$ cat src/rtl/alu_seq_pkg.sv
// Shared definitions for the ALU/register sequencer: opcodes, FSM encoding,
// default widths and a small opcode classification helper.
package alu_seq_pkg;

    localparam int W_DEFAULT    = 4;
    localparam int REPW_DEFAULT = 3;

    // Command opcodes; 8..15 select an ALU operation with alu_oc = op[2:0].
    localparam logic [3:0] OP_READ     = 4'd0;
    localparam logic [3:0] OP_CLR      = 4'd1;
    localparam logic [3:0] OP_LOAD     = 4'd2;
    localparam logic [3:0] OP_INC      = 4'd3;
    localparam logic [3:0] OP_DEC      = 4'd4;
    localparam logic [3:0] OP_SHR      = 4'd5;
    localparam logic [3:0] OP_SHL      = 4'd6;
    localparam logic [3:0] OP_RSVD     = 4'd7;
    localparam logic [3:0] OP_ALU_BASE = 4'd8;

    typedef enum logic [1:0] {
        ST_IDLE = 2'd0,
        ST_EXEC = 2'd1,
        ST_CAPT = 2'd2,
        ST_RESP = 2'd3
    } state_t;

    // ALU opcodes occupy the upper half of the opcode space.
    function automatic logic is_alu_op(input logic [3:0] op);
        return op[3];
    endfunction

endpackage

$ cat src/rtl/alu_reg_sequencer.sv
// Command sequencer driving an external ALU and control register as one
// accumulator datapath. One command per handshake, repeated rep+1 times,
// final register value returned on the response channel.
module alu_reg_sequencer
    import alu_seq_pkg::*;
#(
    parameter int W    = W_DEFAULT,
    parameter int REPW = REPW_DEFAULT
) (
    input  logic            clk,
    input  logic            rst_n,
    input  logic            cmd_valid,
    output logic            cmd_ready,
    input  logic [3:0]      cmd_op,
    input  logic [W-1:0]    cmd_data,
    input  logic [REPW-1:0] cmd_rep,
    output logic            rsp_valid,
    input  logic            rsp_ready,
    output logic [W-1:0]    rsp_data,
    output logic            rsp_err,
    output logic            reg_cl,
    output logic            reg_ld,
    output logic            reg_inc,
    output logic            reg_dec,
    output logic            reg_sr,
    output logic            reg_ir,
    output logic            reg_sl,
    output logic            reg_il,
    output logic [W-1:0]    reg_in,
    input  logic [W-1:0]    reg_out,
    output logic [2:0]      alu_oc,
    output logic [W-1:0]    alu_a,
    output logic [W-1:0]    alu_b,
    input  logic [W-1:0]    alu_f
);

    state_t          state_q, state_d;
    logic [3:0]      op_q, op_d;
    logic [W-1:0]    data_q, data_d;
    logic [REPW-1:0] cnt_q, cnt_d;
    logic [W-1:0]    rsp_data_q, rsp_data_d;
    logic            rsp_err_q, rsp_err_d;

    assign cmd_ready = (state_q == ST_IDLE);
    assign rsp_valid = (state_q == ST_RESP);
    assign rsp_data  = rsp_data_q;
    assign rsp_err   = rsp_err_q;

    // State and latched-command registers; async reset aborts any operation.
    always_ff @(posedge clk or negedge rst_n) begin
        if (!rst_n) begin
            state_q    <= ST_IDLE;
            op_q       <= '0;
            data_q     <= '0;
            cnt_q      <= '0;
            rsp_data_q <= '0;
            rsp_err_q  <= 1'b0;
        end else begin
            state_q    <= state_d;
            op_q       <= op_d;
            data_q     <= data_d;
            cnt_q      <= cnt_d;
            rsp_data_q <= rsp_data_d;
            rsp_err_q  <= rsp_err_d;
        end
    end

    // Next-state, iteration counter, response capture and strobe decode.
    always_comb begin
        state_d    = state_q;
        op_d       = op_q;
        data_d     = data_q;
        cnt_d      = cnt_q;
        rsp_data_d = rsp_data_q;
        rsp_err_d  = rsp_err_q;

        reg_cl  = 1'b0;
        reg_ld  = 1'b0;
        reg_inc = 1'b0;
        reg_dec = 1'b0;
        reg_sr  = 1'b0;
        reg_ir  = 1'b0;
        reg_sl  = 1'b0;
        reg_il  = 1'b0;
        reg_in  = '0;
        alu_oc  = 3'd0;
        alu_a   = '0;
        alu_b   = '0;

        unique case (state_q)
            ST_IDLE: begin
                if (cmd_valid) begin
                    op_d    = cmd_op;
                    data_d  = cmd_data;
                    cnt_d   = cmd_rep;
                    state_d = ST_EXEC;
                end
            end

            ST_EXEC: begin
                // One strobe set per cycle; each iteration reads reg_out as
                // left by the previous edge, so repeated ALU ops accumulate.
                if (is_alu_op(op_q)) begin
                    alu_oc = op_q[2:0];
                    alu_a  = reg_out;
                    alu_b  = data_q;
                    reg_ld = 1'b1;
                    reg_in = alu_f;
                end else begin
                    case (op_q)
                        OP_CLR:  reg_cl = 1'b1;
                        OP_LOAD: begin
                            reg_ld = 1'b1;
                            reg_in = data_q;
                        end
                        OP_INC:  reg_inc = 1'b1;
                        OP_DEC:  reg_dec = 1'b1;
                        OP_SHR: begin
                            reg_sr = 1'b1;
                            reg_ir = data_q[0];
                        end
                        OP_SHL: begin
                            reg_sl = 1'b1;
                            reg_il = data_q[0];
                        end
                        default: ; // READ and reserved: no register activity
                    endcase
                end

                if (cnt_q == '0) begin
                    state_d = ST_CAPT;
                end else begin
                    cnt_d = cnt_q - REPW'(1);
                end
            end

            ST_CAPT: begin
                rsp_data_d = reg_out;
                rsp_err_d  = (op_q == OP_RSVD);
                state_d    = ST_RESP;
            end

            ST_RESP: begin
                if (rsp_ready) begin
                    state_d = ST_IDLE;
                end
            end

            default: state_d = ST_IDLE;
        endcase
    end

endmodule

$ cat config.mk
export PLATFORM = sky130hd
export DESIGN_NAME = alu_reg_sequencer
export DESIGN_NICKNAME = d
export VERILOG_FILES = /design/src/rtl/alu_seq_pkg.sv /design/src/rtl/alu_reg_sequencer.sv
export SDC_FILE = /design/constraint.sdc
export NUM_CORES = 1
export LEC_CHECK = 0
export CAP_MARGIN = 20
export CORE_AREA = 2 2 55 57
export CTS_BUF_LIST = sky130_fd_sc_hd__clkbuf_4 sky130_fd_sc_hd__clkbuf_8
export DETAILED_ROUTE_END_ITERATION = 8
export DIE_AREA = 0 0 57 59
export PLACE_DENSITY = 0.82
export SLEW_MARGIN = 20
export SYNTH_ARGS = -nofsm -noshare
export SYNTH_HDL_FRONTEND = slang
export SYNTH_SLANG_ARGS = --single-unit
$ cat constraint.sdc
create_clock -name clk -period 2.35 [get_ports clk]
set_clock_uncertainty 0.2 [all_clocks]
set_input_delay 0.47 -clock clk [delete_from_list [all_inputs] [get_ports clk]]
set_output_delay 0.47 -clock clk [all_outputs]
set_load 0.02 [all_outputs]
==> results of run 1 <==
==> sequential cells by signal, summed over array words and instances, names as in the netlist <==
signal	cells
op_q	4
rsp_data	4
cnt_q	3
state_q	2
data_q	4
rsp_err	1
==> Yosys cell counts <==
cell type                   count
sky130_fd_sc_hd__nor2_1         5
sky130_fd_sc_hd__buf_6          1
sky130_fd_sc_hd__nand2_2        1
sky130_fd_sc_hd__nor4_1         1
sky130_fd_sc_hd__nand2b_1       1
sky130_fd_sc_hd__a22o_1         4
sky130_fd_sc_hd__nor2_2         1
sky130_fd_sc_hd__nor2_4         1
sky130_fd_sc_hd__nor4b_1        1
sky130_fd_sc_hd__nand2_1        3
sky130_fd_sc_hd__or2_1          1
sky130_fd_sc_hd__or3b_4         1
sky130_fd_sc_hd__clkbuf_1       3
sky130_fd_sc_hd__mux2_2         4
sky130_fd_sc_hd__nor4b_2        1
sky130_fd_sc_hd__mux2_1         9
sky130_fd_sc_hd__and2_1         3
sky130_fd_sc_hd__inv_2          1
sky130_fd_sc_hd__a211oi_2       1
sky130_fd_sc_hd__nor2b_1        2
sky130_fd_sc_hd__ha_1           6
sky130_fd_sc_hd__o2bb2ai_1      1
sky130_fd_sc_hd__a221oi_2       1
sky130_fd_sc_hd__nand3b_1       1
sky130_fd_sc_hd__and3_1        11
sky130_fd_sc_hd__inv_1          8
sky130_fd_sc_hd__o21ai_0        1
sky130_fd_sc_hd__o22ai_1        1
sky130_fd_sc_hd__dfrtp_1       18
sky130_fd_sc_hd__mux2i_1        4
sky130_fd_sc_hd__a2111oi_0      1
==> cell families (layout without fill, tap and decap cells) <==
| logic type | count (synthesis) | count (layout) | synth area share, % |
|---|---|---|---|
| compound gates | 10 | 10 | 8.50 |
| fa+ha+maj | 6 | 6 | 6.98 |
| buf+inv | 13 | 78 | 5.24 |
| flops | 18 | 18 | 41.9 |
| mux | 17 | 17 | 17.3 |
| simple gates | 34 | 34 | 20.0 |
==> worst max-delay path, delay by kind of cell, from the launching register on <==
family / cells / cell delay, ns
DFF: 1 / 0.43
adders and majority gates: 1 / 0.25
buffers and inverters: 3 / 0.63
==> final cells by class <==
type                            instances  area share [%]
Clock buffer                            4            2.13
Inverter                                9            1.99
Multi-Input combinational cell         67            35.2
Sequential cell                        18            26.5
Tap cell                               31            2.28
Timing Repair Buffer                   65            31.9
==> routing by layer <==
metal  vias to the layer above  track usage (%)
met1                       484             21.1
met5                         -                0
li1                        477                -
met4                         0             5.65
met2                        34             35.3
met3                         2             4.59
==> path summary, 6_finish.rpt <==
check	from	endpoint	slack [ns]	cells after the start
worst max-delay path	state_q[0]	cmd_ready	0.07	4
worst min-delay path	rst_n	op_q[3]	0.29	2
worst max register to register	state_q[0]	state_q[1]	0.37	6
worst min register to register	rsp_data[0]	rsp_data[0]	0.32	1
max in group asynchronous	rst_n	rsp_data[0]	1.46	2
min in group clk	rsp_data[0]	rsp_data[0]	0.32	1
==> per-stage QoR <==
stage / area, um^2 / hold slack [ns] / utilization [%]
final: 1700 / 0.291 / 62.8
after global routing: 1700 / 0.331 / 62.8
after CTS: 1730 / 0.290 / 64.0
after detailed placement: 1720 / 0.304 / 63.4
after global placement: 1720 / 0.290 / 63.4
after floorplan: 1080 / -0.0256 / -
==> where the power goes <==
group	leakage [nW]	internal, mW	switching, mW
Sequential	0.214	0.471	0.102
Combinational	0.634	0.648	0.697
Clock	0.0210	0.0943	0.0987
Total	0.869	1.21	0.898
==> what timing repair did <==
action,in CTS,in global routing
gates cloned,0,0
pin swaps,0,1
hold buffers,0,0
endpoints found under the setup margin,24,17
gates resized for setup,55,16
==> flow_metrics.env, run 1 <==
export IMPL_outcome="completed"
export IMPL_multi_input_area_um2=599
export IMPL_detailedRoute_firstIterationViolations=20
export IMPL_cp_launch_type="register"
export IMPL_port_buffers=52
export IMPL_timing_critical_path_slowest_stage_cell="sky130_fd_sc_hd__dfrtp_1"
export IMPL_cts_root_buffer_cell="sky130_fd_sc_hd__clkbuf_4"
export IMPL_period_needed_ns=2.28
export IMPL_grt_util_overall_pct=18.8
export IMPL_clkTransAtPathRegs_ns=0.11
export IMPL_max_slew_worst_pin_slew_ns=0.431
export IMPL_placedCellCount=190
export IMPL_path_cells="buf_4, inv_1, ha_1, dlygate4sd2_1"
export IMPL_layout_drive_gt1_share_pct=29.4
export IMPL_n_fill_cell=239
export IMPL_worst_slack_ns=0.0704
export IMPL_cts_buffer_depth=2
export IMPL_clk_latency_ns=0.29
export IMPL_critical_path_required_ns=1.68
export IMPL_netlist_top_cell_by_area="sky130_fd_sc_hd__dfrtp_1"
export IMPL_final_period_utilization_pct=97.0
export IMPL_power_density_nw_per_um2=1240
export IMPL_wl_met2_um=1630
export IMPL_critical_path_max_stage_delay_ns=0.43
export IMPL_die_h_um=59
export IMPL_ys_warnings_count=0
export IMPL_h_tree_depth=1
export IMPL_grt_start_max_net_pins=19
export IMPL_synth_top_cells_by_area="sky130_fd_sc_hd__dfrtp_1, sky130_fd_sc_hd__mux2_1, sky130_fd_sc_hd__ha_1"
export IMPL_hpwl_um=2350
export IMPL_via_per_inst=5.14
export IMPL_synth_area_um2=1070
export IMPL_grt_pass1_wl_um=4980
export IMPL_report_final_setup_viol=0
export IMPL_gpl_final_weighted_congestion=0.813
export IMPL_avgSynthCellArea_um2=11.0
export IMPL_cells_after_synth=98
export IMPL_seq_area_um2=450
export IMPL_drc_violation_count_after_routing=0
export IMPL_cts_made_buffers=3
export IMPL_totalWireLength_um=2940
export IMPL_route_vias_total=997
export IMPL_postCtsSetupBuffers=0
export IMPL_finalSetupTns_ns=0
export IMPL_finalHoldViolCount=0
export IMPL_instances_no_fill=194
export IMPL_max_cap_viol_count=0
export IMPL_floorplan_die_width_um=57
export IMPL_avgRoutedWirePerCell_um=15.2
export IMPL_diodes=0
export IMPL_power_static_leakage_nw=0.869
export IMPL_synth_seq_area_share_pct=41.9
export IMPL_synth_seq_cells=18
export IMPL_coreArea_um2=2710
export IMPL_final_max_slew_viol_count=0
export IMPL_critPathMaxFanout=5
export IMPL_commonest_non_fill_non_tap_cell_in_the_layout="sky130_fd_sc_hd__clkdlybuf4s50_1"
export IMPL_fmaxAchievable_ghz=0.439
export IMPL_postRouteAntennaNets=0
export IMPL_areaGrowthSynthToFinish_pct=58.3
export IMPL_max_slew_margin_rel_pct=70.6
export IMPL_tritoncts="yes"
export IMPL_most_frequent_cells_in_the_layout="sky130_fd_sc_hd__clkdlybuf4s50_1, sky130_fd_sc_hd__dfrtp_1, sky130_fd_sc_hd__buf_4, sky130_fd_sc_hd__and3_1"
export IMPL_route_met3_wl_um=184
export IMPL_crit_arrival_ns=1.61
export IMPL_met1_length_um=1090
export IMPL_floorplan_io_pins=53
export IMPL_rsz0062_at_grt="no"
export IMPL_fp_dieArea_um2=3360
export IMPL_synth_largest_type_area_fraction_pct=41.9
export IMPL_gr_total_overflow=0
export IMPL_std_cell_rows=19
export IMPL_power_mw=2.11
export IMPL_initial_utilization_pct=39.7
export IMPL_post_place_setup_slack_ns=-0.115
export IMPL_top_routing_layer_used="met4"
export IMPL_hold_path_class="input pin to async pin"
export IMPL_vdd_ir_drop_worst_mv=0.771
export IMPL_clock_sinks=18
export IMPL_worstSetupPathType="register to output pin"
export IMPL_number_of_global_route_vias_before_repair=1110
export IMPL_post_synth_num_cell_types=31
export IMPL_nNetsFinal=193
export IMPL_drt_pre_antenna_iters=4
export IMPL_synthesis_nets=127
export IMPL_antenna_violations_before_repair=0
export IMPL_crit_path_end_kind="output pin"
No activity file was read; power rests on OpenSTA's default activity.
==> inputs of run 2 (changes only) <==
SKIP_LAST_GASP = 1   (was default)
==> run 2 against run 1 <==
Effect of this change: count of clock-buffer cells in the layout unchanged; die area unchanged; worst setup slack about the same; first-iteration DRC count grew 25%; sequential share of layout area did not move; cell area is the same; worst hold slack barely moved; cell count stayed put; global-route usage grew 0.14 points; flip-flop and latch count stayed put; wire length up 0.78%; via count up 0.20%; critical path type unchanged; critical endpoint unchanged.
==> flow_metrics.env, run 2 (synthesis gave the netlist of run 1 again) <==
export IMPL_outcome="completed"
export IMPL_floorplan_die_width_um=57
export IMPL_worst_r2r_cell_count=6
export IMPL_instances_no_fill=194
export IMPL_final_period_utilization_pct=97.0
export IMPL_final_max_slew_viol_count=0
export IMPL_number_of_global_route_vias_before_repair=1105
export IMPL_path_cells="buf_4, inv_1, ha_1, dlygate4sd2_1"
export IMPL_critical_path_max_stage_delay_ns=0.43
export IMPL_cp_launch_type="register"
export IMPL_gpl_final_weighted_congestion=0.813
export IMPL_max_slew_margin_rel_pct=70.6
export IMPL_grt_pass1_wl_um=5000
export IMPL_drc_violation_count_after_routing=0
export IMPL_max_cap_viol_count=0
export IMPL_vdd_ir_drop_worst_mv=0.772
export IMPL_port_buffers=52
export IMPL_holdWs_ns=0.291
export IMPL_route_vias_total=999
export IMPL_power_density_nw_per_um2=1240
export IMPL_fp_dieArea_um2=3360
export IMPL_clk_latency_ns=0.29
export IMPL_detailedRoute_firstIterationViolations=25
export IMPL_hpwl_um=2350
export IMPL_postRouteAntennaNets=0
export IMPL_antenna_violations_before_repair=0
export IMPL_initial_utilization_pct=39.7
export IMPL_timing_critical_path_slowest_stage_cell="sky130_fd_sc_hd__dfrtp_1"
export IMPL_setup_reg_to_reg_worst_slack_ns=0.37
export IMPL_max_slew_worst_pin_slew_ns=0.431
export IMPL_critical_path_required_ns=1.68
export IMPL_die_h_um=59
export IMPL_avgRoutedWirePerCell_um=15.3
export IMPL_power_static_leakage_nw=0.868
export IMPL_std_cell_rows=19
export IMPL_cts_made_buffers=3
export IMPL_cts_buffer_depth=2
export IMPL_rsz0062_at_grt="no"
export IMPL_finalHoldViolCount=0
export IMPL_critPathMaxFanout=5
export IMPL_via_per_inst=5.15
export IMPL_postCtsSetupBuffers=0
export IMPL_placedCellCount=190
export IMPL_grt_util_overall_pct=19.0
export IMPL_tritoncts="yes"
export IMPL_gr_total_overflow=0
export IMPL_report_final_setup_viol=0
export IMPL_areaGrowthSynthToFinish_pct=58.3
export IMPL_grt_start_max_net_pins=19
export IMPL_totalWireLength_um=2960
export IMPL_diodes=0
export IMPL_h_tree_depth=1
export IMPL_drt_pre_antenna_iters=4
export IMPL_fmaxAchievable_ghz=0.439
export IMPL_nNetsFinal=193
export IMPL_crit_arrival_ns=1.61
export IMPL_timing_rr_end="state_q[1]"
export IMPL_commonest_non_fill_non_tap_cell_in_the_layout="sky130_fd_sc_hd__clkdlybuf4s50_1"
export IMPL_worstSetupPathType="register to output pin"
export IMPL_crit_path_end_kind="output pin"
export IMPL_cts_root_buffer_cell="sky130_fd_sc_hd__clkbuf_4"
export IMPL_clock_sinks=18
export IMPL_layout_drive_gt1_share_pct=29.4
export IMPL_clkTransAtPathRegs_ns=0.11
export IMPL_period_needed_ns=2.28
export IMPL_hold_path_class="input pin to async pin"
export IMPL_ff_to_ff_start="state_q[0]"
export IMPL_coreArea_um2=2710
export IMPL_holdBufCountCts=0
export IMPL_floorplan_io_pins=53
export IMPL_most_frequent_cells_in_the_layout="sky130_fd_sc_hd__clkdlybuf4s50_1, sky130_fd_sc_hd__dfrtp_1, sky130_fd_sc_hd__buf_4, sky130_fd_sc_hd__and3_1"
==> run 2: changes by cell type in the layout (fill, tap and decap cells not counted), sizes merged <==
cell    previous run  this run
buf               21        20
clkbuf            10        11
==> run 2: how the worst max path moves through the flow <==
stage / startpoint / end / slack, ns / depth (start not counted)
finish: state_q[0] / cmd_ready / 0.07 / 4
global route: state_q[1] / reg_ir / 0.001 / 6
CTS: state_q[0] / reg_in[0] / -0.07 / 5
global placement: state_q[1] / reg_ir / -0.06 / 6
floorplan: state_q[1] / reg_cl / 0.06 / 4
detailed placement: state_q[1] / reg_in[0] / -0.11 / 6
==> run 2: metal layers <==
| metal | wire [um] | vias up | GRT usage [%] |
|---|---|---|---|
| met5 | 0 | - | 0 |
| li1 | - | 477 | - |
| met2 | 1660 | 34 | 35.8 |
| met1 | 1090 | 486 | 21.1 |
| met3 | 184 | 2 | 4.59 |
| met4 | 31 | 0 | 5.65 |
==> run 2: critical path, delay by kind of cell (launching register included) <==
family | cells | cell delay [ns]
adders and majority gates | 1 | 0.25
DFF | 1 | 0.43
buffers and inverters | 3 | 0.63
==> run 2: through the flow <==
step	setup TNS, ns	setup slack, ns	power, mW	instance area, um^2	utilization (%)
floorplan	0	0.0555	1.38	1080	-
global placement	-0.366	-0.0595	1.90	1720	63.4
detailed placement	-0.845	-0.115	1.96	1720	63.4
CTS	-0.0766	-0.0731	2.15	1740	64.4
global route	0	0.000992	2.28	1700	62.8
finish	0	0.0707	2.11	1700	62.8
==> run 2: power by group <==
group          internal [mW]  leakage, nW  total, mW  switching [mW]
combinational          0.648        0.633       1.35           0.698
clock                 0.0943       0.0210      0.193          0.0988
sequential             0.471        0.214      0.574           0.102
==> run 2: repair_timing <==
action	4_1_cts	5_1_grt
gates resized for setup	51	19
endpoints found under the setup margin	24	19
pin swaps	0	1
==> run 2: cell type report <==
| class | instances | area (um^2) |
|---|---|---|
| inverter | 9 | 33.8 |
| multi-input combinational | 67 | 599 |
| timing repair buffer | 65 | 543 |
| tap | 31 | 38.8 |
| clock buffer | 4 | 36.3 |
| sequential | 18 | 450 |
| fill | 239 | 1010 |
